<file path="src/rtl/score_tracker_pkg.sv">
// Shared whack-a-mole game definitions: mole FSM encoding, difficulty codes,
// score limits and the double-dabble digit adjust helper.
package score_tracker_pkg;

    localparam int SCORE_W   = 14;
    localparam int SCORE_MAX = 9999;
    localparam int DIFF_MAX  = 2;

    typedef enum logic [1:0] {
        IDLE   = 2'd0,
        ARMED  = 2'd1,
        SCORED = 2'd2
    } mole_state_e;

    typedef enum logic [3:0] {
        DIFF_EASY   = 4'd0,
        DIFF_MEDIUM = 4'd1,
        DIFF_HARD   = 4'd2
    } diff_e;

    // Add 3 to every BCD digit that is 5 or more, ahead of the next left shift.
    function automatic logic [15:0] bcd_add3(input logic [15:0] digits);
        logic [15:0] res;
        res = digits;
        for (int i = 0; i < 4; i++) begin
            if (digits[4*i +: 4] >= 4'd5) begin
                res[4*i +: 4] = digits[4*i +: 4] + 4'd3;
            end
        end
        return res;
    endfunction

endpackage

</file>
<file path="src/rtl/bin2bcd_seq.sv">
// Sequential double-dabble: one load cycle, then SCORE_W shift cycles; the
// result register only changes on the final shift, together with done.
module bin2bcd_seq
    import score_tracker_pkg::*;
(
    input  logic               clk,
    input  logic               reset,
    input  logic               start,
    input  logic [SCORE_W-1:0] bin,
    output logic               busy,
    output logic               done,
    output logic [15:0]        bcd
);

    // start is sampled only while busy is low; done is a one-cycle pulse on the
    // cycle after the last shift, with bcd already holding the new value.
    logic [SCORE_W-1:0] sh_q, sh_d;
    logic [15:0]        acc_q, acc_d, acc_adj;
    logic [15:0]        bcd_q;
    logic [3:0]         cnt_q;
    logic               busy_q, done_q;

    always_comb begin
        acc_adj = bcd_add3(acc_q);
        acc_d   = {acc_adj[14:0], sh_q[SCORE_W-1]};
        sh_d    = {sh_q[SCORE_W-2:0], 1'b0};
    end

    always_ff @(posedge clk) begin
        if (reset) begin
            sh_q   <= '0;
            acc_q  <= '0;
            bcd_q  <= '0;
            cnt_q  <= '0;
            busy_q <= 1'b0;
            done_q <= 1'b0;
        end else begin
            done_q <= 1'b0;
            if (start && !busy_q) begin
                sh_q   <= bin;
                acc_q  <= '0;
                cnt_q  <= '0;
                busy_q <= 1'b1;
            end else if (busy_q) begin
                sh_q  <= sh_d;
                acc_q <= acc_d;
                cnt_q <= cnt_q + 4'd1;
                if (cnt_q == 4'(SCORE_W - 1)) begin
                    busy_q <= 1'b0;
                    done_q <= 1'b1;
                    bcd_q  <= acc_d;
                end
            end
        end
    end

    assign busy = busy_q;
    assign done = done_q;
    assign bcd  = bcd_q;

endmodule

</file>
<file path="src/rtl/score_tracker.sv">
// Whack-a-mole scoring: per-mole event FSM, weighted/combo score with
// saturation, miss counting, high score and a registered BCD copy of the score.
module score_tracker
    import score_tracker_pkg::*;
#(
    parameter int BASE_POINTS = 50,
    parameter int COMBO_STEP  = 10,
    parameter int COMBO_MAX   = 5,
    parameter int MAX_MISSES  = 5
) (
    input  logic               clk,
    input  logic               reset,
    input  logic               start,
    input  logic               game_active,
    input  logic [3:0]         difficulty,
    input  logic               new_mole,
    input  logic               hit,
    input  logic               mole_timeout,
    output logic [SCORE_W-1:0] score,
    output logic [SCORE_W-1:0] high_score,
    output logic [2:0]         combo,
    output logic [2:0]         misses,
    output logic               game_over,
    output logic [15:0]        score_bcd,
    output logic               bcd_valid,
    output mole_state_e        mole_state
);

    localparam int SW1 = SCORE_W + 1;

    mole_state_e        state_q, state_d;
    logic [SCORE_W-1:0] score_q, score_d, high_q, high_d, score_sat;
    logic [2:0]         combo_q, combo_d, misses_q, misses_d;
    logic               game_over_q, game_over_d, active_q;
    logic [15:0]        bcd_q, bcd_d;
    logic               valid_q, valid_d, pend_q, pend_d;
    logic [1:0]         diff_eff;
    logic [SW1-1:0]     hit_pts, sum_w;
    logic               do_hit, do_miss, hs_check, score_chg;
    logic               conv_start, conv_busy, conv_done;
    logic [15:0]        conv_bcd;

    always_comb begin
        diff_eff  = (difficulty > 4'(DIFF_MAX)) ? 2'(DIFF_MAX) : difficulty[1:0];
        hit_pts   = SW1'(BASE_POINTS) * (SW1'(diff_eff) + SW1'(1))
                  + SW1'(COMBO_STEP) * SW1'(combo_q);
        sum_w     = {1'b0, score_q} + hit_pts;
        score_sat = (sum_w > SW1'(SCORE_MAX)) ? SCORE_W'(SCORE_MAX) : sum_w[SCORE_W-1:0];
    end

    // A hit always takes priority for the current mole; a timeout or a fresh
    // mole on an unhit mole costs a miss.
    always_comb begin
        state_d     = state_q;
        score_d     = score_q;
        combo_d     = combo_q;
        misses_d    = misses_q;
        game_over_d = game_over_q;
        do_hit      = 1'b0;
        do_miss     = 1'b0;
        if (start) begin
            state_d     = IDLE;
            score_d     = '0;
            combo_d     = '0;
            misses_d    = '0;
            game_over_d = 1'b0;
        end else if (game_active && !game_over_q) begin
            case (state_q)
                IDLE: begin
                    if (new_mole) state_d = ARMED;
                end
                ARMED: begin
                    if (hit) begin
                        do_hit  = 1'b1;
                        state_d = new_mole ? ARMED : (mole_timeout ? IDLE : SCORED);
                    end else if (mole_timeout) begin
                        do_miss = 1'b1;
                        state_d = new_mole ? ARMED : IDLE;
                    end else if (new_mole) begin
                        do_miss = 1'b1;
                        state_d = ARMED;
                    end
                end
                SCORED: begin
                    if (new_mole)          state_d = ARMED;
                    else if (mole_timeout) state_d = IDLE;
                end
                default: state_d = IDLE;
            endcase
            if (do_hit) begin
                score_d = score_sat;
                combo_d = (combo_q == 3'(COMBO_MAX)) ? combo_q : combo_q + 3'd1;
            end
            if (do_miss) begin
                misses_d = misses_q + 3'd1;
                combo_d  = '0;
                if (misses_d == 3'(MAX_MISSES)) game_over_d = 1'b1;
            end
        end
    end

    always_comb begin
        hs_check = (game_over_d && !game_over_q) || (active_q && !game_active);
        high_d   = (hs_check && (score_q > high_q)) ? score_q : high_q;
    end

    // A change seen while the converter is busy is remembered and converted
    // again, so a stale result is never published.
    always_comb begin
        score_chg  = (score_d != score_q);
        conv_start = !conv_busy && (score_chg || pend_q);
        pend_d     = conv_start ? 1'b0 : (score_chg ? 1'b1 : pend_q);
        bcd_d      = bcd_q;
        valid_d    = valid_q;
        if (score_chg) valid_d = 1'b0;
        if (conv_done && !pend_q && !score_chg) begin
            bcd_d   = conv_bcd;
            valid_d = 1'b1;
        end
    end

    always_ff @(posedge clk) begin
        if (reset) begin
            state_q     <= IDLE;
            score_q     <= '0;
            high_q      <= '0;
            combo_q     <= '0;
            misses_q    <= '0;
            game_over_q <= 1'b0;
            active_q    <= 1'b0;
            bcd_q       <= '0;
            valid_q     <= 1'b1;
            pend_q      <= 1'b0;
        end else begin
            state_q     <= state_d;
            score_q     <= score_d;
            high_q      <= high_d;
            combo_q     <= combo_d;
            misses_q    <= misses_d;
            game_over_q <= game_over_d;
            active_q    <= game_active;
            bcd_q       <= bcd_d;
            valid_q     <= valid_d;
            pend_q      <= pend_d;
        end
    end

    bin2bcd_seq u_bin2bcd (
        .clk   (clk),
        .reset (reset),
        .start (conv_start),
        .bin   (score_d),
        .busy  (conv_busy),
        .done  (conv_done),
        .bcd   (conv_bcd)
    );

    assign score      = score_q;
    assign high_score = high_q;
    assign combo      = combo_q;
    assign misses     = misses_q;
    assign game_over  = game_over_q;
    assign score_bcd  = bcd_q;
    assign bcd_valid  = valid_q;
    assign mole_state = state_q;

endmodule

</file>
<file path="config.mk">
export PLATFORM = sky130hd
export DESIGN_NAME = score_tracker
export DESIGN_NICKNAME = d
export VERILOG_FILES = /design/src/rtl/score_tracker_pkg.sv /design/src/rtl/bin2bcd_seq.sv /design/src/rtl/score_tracker.sv
export SDC_FILE = /design/constraint.sdc
export NUM_CORES = 1
export LEC_CHECK = 0
export ABC_AREA = 1
export CAP_MARGIN = 20
export CORE_ASPECT_RATIO = 1.5
export CORE_UTILIZATION = 58
export CTS_CLUSTER_SIZE = 16
export DETAILED_ROUTE_END_ITERATION = 8
export PLACE_DENSITY = 0.88
export SLEW_MARGIN = 25
export SYNTH_ARGS = -nofsm -noshare
export SYNTH_HDL_FRONTEND = slang
export SYNTH_HIERARCHICAL = 1
export SYNTH_SLANG_ARGS = --single-unit
</file>
<file path="constraint.sdc">
create_clock -name clk -period 7.6 [get_ports clk]
set_clock_uncertainty 0.15 [all_clocks]
set_input_delay 1.9 -clock clk [delete_from_list [all_inputs] [get_ports clk]]
set_output_delay 1.9 -clock clk [all_outputs]
set_load 0.01 [all_outputs]
</file>
Word level (Yosys, flattened, before mapping):

Cells that the tools add are included.

* bits in registers: 108
* input port bits: 11
* output and inout bits: 54
* logic and storage cells: 113

* add/sub/neg operators: 10
* multiply operators: 2
* $lt $le $gt $ge: 7
* equality and inequality tests: 8
* mux-type cells: 41
* bitwise gates (word level): 2
* reduce and logical (&&, ||, !) cells: 27

Operators by type and width (number)
* 14-bit 2-to-1 mux: 6
* 1-bit 2-to-1 mux: 19
* 4-bit by 3-bit greater-or-equal comparator with 1-bit output, second input constant: 4
* 2-bit 2-to-1 mux: 8
* 14-bit by 10-bit adder with 15-bit output: 1
* 15-bit by 14-bit > comparator with 1-bit output, second input constant: 1
* 14-bit > comparator: 1
* 14-bit != test: 1
* 4-bit by 2-bit adder with 4-bit output, second input constant: 3
* 3-bit 2-to-1 mux: 4
* 4-bit 2-to-1 mux: 3
* 9-bit by 7-bit adder with 10-bit output: 1
* 1-bit logical AND: 8
* 5-bit by 3-bit multiplier with 8-bit output, first input constant: 1
* 2-bit OR reduction: 4
* 3-bit by 1-bit adder with 3-bit output, second input constant: 2
* 3-bit == test, second input constant: 2
* 3-bit by 3-bit multiplier with 6-bit output, first input constant: 1
* 2-bit one-hot mux with 3 select lines: 1
* 3-bit AND reduction: 2
* 1-bit zero test: 5
* 4-bit by 1-bit adder with 4-bit output, second input constant: 1
* 4-bit == test, second input constant: 1
* 4-bit by 2-bit > comparator with 1-bit output, second input constant: 1
* other kinds (12): 16

Longest topological paths before layout:

* depth after elaboration: 17
* gate-level depth with buffers: 39

Cells and area by module:

The synthesis kept the hierarchy.

By module, submodules not included
* score_tracker: instances 1, cells each 652, area each 4244.1 sq um
* bin2bcd_seq: instances 1, cells each 367, area each 2575.0 sq um

Least setup slack after synthesis:

No wires, ideal clock.

* path type: input-to-reg
* from: input difficulty[3]
* to: register u_bin2bcd.sh_q[8]
* setup time: 109 ps
* arrival time: 5890 ps
* data required time: 7341 ps
* slack: 1451 ps
* cell stages on the path: 35
* buffers on the path: 1
* cells stage by stage: nor2_1 > nand2_1 > ha_1 > inv_1 > fa_1 > ha_1 > fa_1 > nand2_1 > nand2_1 > nand3_1 > nand2_1 > nand2_1 > nand2_1 > nor2_1 > nand3_2 > nand2_4 > nand2_8 > nand2_4 > nand2_8 > nand2_2 > nand2_1 > nand2_1 > nand3_2 > nor2_8 > and2_1 > nand2_1 > nand2_1 > inv_1 > nand2_2 > inv_2 > buf_6 > nand2_1 > nand3_1 > nand2_1 > inv_1

* cells in the longest elaborated chain, start to end: 16
* elaborated cells between the ends (all ways): 17
* those cells by class: 3 x add/sub; 1 x mul; 2 x order compare; 1 x eq/ne; 6 x mux; 4 x reduce/logical

Ends and longest elaborated chain
* from (decl): RTL line score_tracker.sv:15 `input logic [3:0] difficulty,`
* 4-bit by 2-bit > comparator with 1-bit output *: RTL line score_tracker.sv:44 `diff_eff = (difficulty > 4'(DIFF_MAX)) ? 2'(DIFF_MAX) : difficulty[1:0];`
* 2-bit 2-to-1 mux *: RTL line score_tracker.sv:44
* 2-bit by 1-bit adder with 3-bit output *: RTL line score_tracker.sv:45 `hit_pts = SW1'(BASE_POINTS) * (SW1'(diff_eff) + SW1'(1))`
* 5-bit by 3-bit multiplier with 8-bit output *: RTL line score_tracker.sv:45
* 9-bit by 7-bit adder with 10-bit output *: RTL line score_tracker.sv:46 `+ SW1'(COMBO_STEP) * SW1'(combo_q);`
* 14-bit by 10-bit adder with 15-bit output *: RTL line score_tracker.sv:47 `sum_w = {1'b0, score_q} + hit_pts;`
* 15-bit by 14-bit > comparator with 1-bit output: RTL line score_tracker.sv:48 `score_sat = (sum_w > SW1'(SCORE_MAX)) ? SCORE_W'(SCORE_MAX) : sum_w[SCORE_W-1:0];`
* 14-bit 2-to-1 mux *: RTL line score_tracker.sv:48
* 14-bit 2-to-1 mux *: RTL line score_tracker.sv:90 `if (do_hit) begin`
* 14-bit 2-to-1 mux *: RTL line score_tracker.sv:67 `end else if (game_active && !game_over_q) begin`
* 14-bit 2-to-1 mux *: RTL line score_tracker.sv:61 `if (start) begin`
* 14-bit != test *: RTL line score_tracker.sv:110 `score_chg = (score_d != score_q);`
* 1-bit logical OR *: RTL line score_tracker.sv:111 `conv_start = !conv_busy && (score_chg || pend_q);`
* 1-bit logical AND *: RTL line score_tracker.sv:111
* named net conv_start: RTL line score_tracker.sv:40 `logic conv_start, conv_busy, conv_done;`
* 1-bit logical AND *: RTL line bin2bcd_seq.sv:39 `if (start && !busy_q) begin`
* 14-bit 2-to-1 mux / 2-bit nonzero test (equally long branches)
* to (signal assigned): RTL line bin2bcd_seq.sv:40 `sh_q <= bin;`
* to (decl): RTL line bin2bcd_seq.sv:17 `logic [SCORE_W-1:0] sh_q, sh_d;`

The timed path passes the listed nets; every way through them passes the cells marked *.
A chain may end at the register's enable or synchronous reset.

Final worst setup path:

* from: input difficulty[3]
* to: register u_bin2bcd.acc_q[3]

* cells in the longest elaborated chain, start to end: 16

Ends and longest elaborated chain
* 4-bit by 2-bit > comparator with 1-bit output *: RTL line score_tracker.sv:44
* 2-bit 2-to-1 mux *: RTL line score_tracker.sv:44
* 2-bit by 1-bit adder with 3-bit output *: RTL line score_tracker.sv:45
* 5-bit by 3-bit multiplier with 8-bit output *: RTL line score_tracker.sv:45
* 9-bit by 7-bit adder with 10-bit output *: RTL line score_tracker.sv:46
* 14-bit by 10-bit adder with 15-bit output *: RTL line score_tracker.sv:47
* 15-bit by 14-bit > comparator with 1-bit output: RTL line score_tracker.sv:48
* 14-bit 2-to-1 mux *: RTL line score_tracker.sv:48
* 14-bit 2-to-1 mux *: RTL line score_tracker.sv:90
* 14-bit 2-to-1 mux *: RTL line score_tracker.sv:67
* 14-bit 2-to-1 mux *: RTL line score_tracker.sv:61
* 14-bit != test *: RTL line score_tracker.sv:110
* 1-bit logical OR *: RTL line score_tracker.sv:111
* 1-bit logical AND *: RTL line score_tracker.sv:111
* named net conv_start: RTL line score_tracker.sv:40
* 1-bit logical AND *: RTL line bin2bcd_seq.sv:39
* 2-bit OR reduction (no source line) *
* to (signal assigned): RTL line bin2bcd_seq.sv:32 `acc_q <= '0;`
* to (signal assigned): RTL line bin2bcd_seq.sv:41 `acc_q <= '0;`
* to (signal assigned): RTL line bin2bcd_seq.sv:46 `acc_q <= acc_d;`
* to (decl): RTL line bin2bcd_seq.sv:18 `logic [15:0] acc_q, acc_d, acc_adj;`

Marks and branches as above.

==> results.sh <==
export IMPL_status="completed"
export IMPL_yosysSeqAreaShare_pct=31.71
export IMPL_synth_simple_area_share_pct=35.43
export IMPL_syn_num_nets=1081
export IMPL_boundaryPins=65
export IMPL_wire_per_inst_um=12.98
export IMPL_cts_sinks=108
export IMPL_area_growth_pct=14.09
export IMPL_synth_top_family_by_area="simple AND/OR/NAND/NOR gates"
export IMPL_drc=0
export IMPL_crit_top_cell="nand2_1"
export IMPL_antenna_found_initial=0
export IMPL_detailedRoute_firstIterationViolations=345
export IMPL_synth_area_um2=6819
export IMPL_fin_crit_sh_pct=90.62
export IMPL_cts_root_buf="clkbuf_16"
export IMPL_crit_arrival_ns=7.01
export IMPL_ir_worst_vdd_mv=0.1462
export IMPL_synth_xor_area_share_pct=0.3853
export IMPL_yosysWarnings=6
export IMPL_cts_max_level=3
export IMPL_synth_compound_area_share_pct=8.165
export IMPL_setup_violations=0
export IMPL_critPathKind="input pin to flip-flop"
export IMPL_insertion_delay_ns=0.35
export IMPL_crit_required_ns=7.72
export IMPL_path_max_fanout=18
export IMPL_synth_top_area_share_pct=31.71
export IMPL_maxCapViolCount=0
export IMPL_first_global_vias=6170
export IMPL_synth_fa_ha_area_share_pct=10.13
export IMPL_core_um2=11470
export IMPL_dpl_hpwl_um=12060
export IMPL_ctsHoldBuffers=0
export IMPL_p_int_w=0.0009521
export IMPL_die_h_um=134.8
export IMPL_cts_buffer_depth=2
export IMPL_fin_area_um2=7780
export IMPL_yosysTopAreaCell="dfxtp_1"
export IMPL_die_x_um=90.53
export IMPL_diodes=0
export IMPL_initial_utilization_pct=59.45
export IMPL_vias_per_cell=5.237
export IMPL_path_clk_slew_ns=0.08
export IMPL_grt_pass1_wl_um=26410
export IMPL_setup_tns_ns=0
export IMPL_holdCritPathClass="flip-flop to flip-flop"
export IMPL_cts_resized=0
export IMPL_worstSetupEndpointType="flip-flop"
export IMPL_ys_async_sr_fraction_pct=0
export IMPL_nets=1130
export IMPL_slew_headroom_pct=44.24
export IMPL_synthFlopType="dfxtp_1"
export IMPL_hold_viol_final=0
export IMPL_finalPower_w=0.001408
export IMPL_dp_cells=1207
export IMPL_syn_inst=1019
export IMPL_drive_above_1_share_pct=7.922
export IMPL_fillers=978
export IMPL_max_freq_mhz=145.2
export IMPL_whs_ns=0.3181
export IMPL_drtPass1Iterations=7
export IMPL_leakage_nw=3.802
export IMPL_rows=48
export IMPL_avgSynthCellArea_um2=6.692
export IMPL_ant_nets=0
export IMPL_p_clk_share_pct=33.1
export IMPL_port_buffers=64
export IMPL_grt_max_degree=31
export IMPL_postCtsSetupBuffers=0
export IMPL_fin_cells=1223
export IMPL_yosysUniqueCellTypes=44
export IMPL_worst_pin_slew_ns=0.8354
export IMPL_synth_edff_count=0
export IMPL_finalWeightedCongestion=0.9762
export IMPL_post_dp_cell_area_um2=7475
export IMPL_ys_seq_elements=108
export IMPL_grt_util_all_layers_pct=26.74
export IMPL_cpPeakStageDelay_ns=0.44
export IMPL_drt_total_wl_um=15870
export IMPL_num_vias=6405
export IMPL_switching_power_w=0.0004559
export IMPL_synth_mux_area_share_pct=0
export IMPL_dieArea_um2=12200
export IMPL_worst_setup_path_start_kind="input pin"
export IMPL_pwr_share_comb_pct=22.5
export IMPL_power_density_nw_per_um2=181.0
export IMPL_min_period_ns=6.887
export IMPL_pwr_share_seq_pct=44.4
export IMPL_drv_slew=0
export IMPL_cts_tree="built"
export IMPL_numCtsBuffers=9
export IMPL_rsz0062_at_grt="no"
export IMPL_global_route_overflow_total=0
export IMPL_synthTopCellsByArea="dfxtp_1, nand2_1, inv_1, ha_1, nand3_1"
export IMPL_switching_share_pct=32.38
export IMPL_cpMaxStageDelayCell="fa_1"
[metal layers]
| layer | up-vias | routed length (um) | global-route usage, % |
|---|---|---|---|
| met1 | 2897 | 5784 | 26.11 |
| met4 | 0 | 965 | 18.91 |
| met5 | - | 0 | 0 |
| li1 | 3262 | - | - |
| met3 | 68 | 576 | 3.378 |
| met2 | 178 | 8546 | 51.35 |
[path summary, 6_finish.rpt]
path                            slack, ns                  to              from  cells past startpoint
worst max register to register       2.48  u_bin2bcd/acc_q[3]          combo[0]                     35
worst min-delay path                 0.32    u_bin2bcd/bcd[4]  u_bin2bcd/bcd[4]                      2
worst max-delay path                 0.71  u_bin2bcd/acc_q[3]     difficulty[3]                     34
worst min register to register       0.32    u_bin2bcd/bcd[4]  u_bin2bcd/bcd[4]                      2
[through the flow]
step / worst slack [ns] / util, %
2_1_floorplan: 1.451 / -
3_3_place_gp: 0.6095 / 65.16
3_5_place_dp: 0.4145 / 65.16
4_1_cts: 0.7166 / 67.82
5_1_grt: 0.2094 / 67.82
6_report: 0.7131 / 67.82
[cell families after synthesis]
family | after synthesis
AO/OA/AOI/OAI | 106
flip-flops | 108
XOR/XNOR | 3
AND/OR/NAND/NOR | 516
buffers and inverters | 235
adder cells (fa/ha/maj) | 51
[flip-flops by register name (all words and copies together), names as in the netlist]
register / count
active_q: 1
bcd_valid: 1
combo: 3
game_over: 1
high_score: 14
misses: 3
mole_state: 2
pend_q: 1
score: 14
score_bcd: 16
u_bin2bcd/acc_q: 16
u_bin2bcd/bcd: 16
u_bin2bcd/busy: 1
u_bin2bcd/cnt_q: 4
u_bin2bcd/done: 1
u_bin2bcd/sh_q: 14
[cells in the final DEF (no fill, tap or decap), drive strengths merged]
master           n
nand4           31
nor3             5
clkbuf           9
nand2          311
dfxtp          108
and3             1
o2111ai          1
fa               7
or2              3
inv            208
xor2             2
nand3           79
and2             1
o21ai           44
buf              2
clkinvlp         1
clkinv           5
clkdlybuf4s50   64
a21boi           1
xnor2            1
a21oi           52
nand3b           3
o22ai            2
o21a             2
ha              44
nor2            81
o211ai           3
nor4             1
a31oi            1
[cell type report]
class                      instances  area, um^2  area share (%)
sequential                       108        2162           27.79
multi-input combinational        676        3690           47.43
clock buffer                       9       225.2           2.895
inverter                         207       779.5           10.02
timing repair buffer              66       655.6           8.427
tap                              150       187.7           2.412
clock inverter                     7       80.08           1.029
[power by group through the flow]
stage / Clock, W / Sequential, W / Combinational (W)
floorplan: 0 / 0.000638 / 0.000224
global placement: 0 / 0.000638 / 0.000303
detailed placement: 0 / 0.000639 / 0.000312
CTS: 0.000474 / 0.000626 / 0.000316
global route: 0.000499 / 0.000631 / 0.000353
finish: 0.000466 / 0.000626 / 0.000317
[synth_stat cells (5+ instances only)]
master and count:
nand2_4 5, fa_1 7, ha_1 44, nand2_1 278
a21oi_1 52, nand3_2 9, inv_1 194, buf_6 6
nor2_1 73, dfxtp_1 108, inv_2 11, o21ai_0 43
buf_2 8, nor3_1 5, nand2_2 26, clkbuf_1 9
nand3_1 69, nand4_1 30
[worst max-delay path: cells and delay by family]
family	cells	cell delay, ns
buffers and inverters	4	0.69
AND/OR/NAND/NOR	24	2.63
AO/OA/AOI/OAI	2	0.31
adder cells (fa/ha/maj)	4	1.45
(Power assumes the default switching activity.)
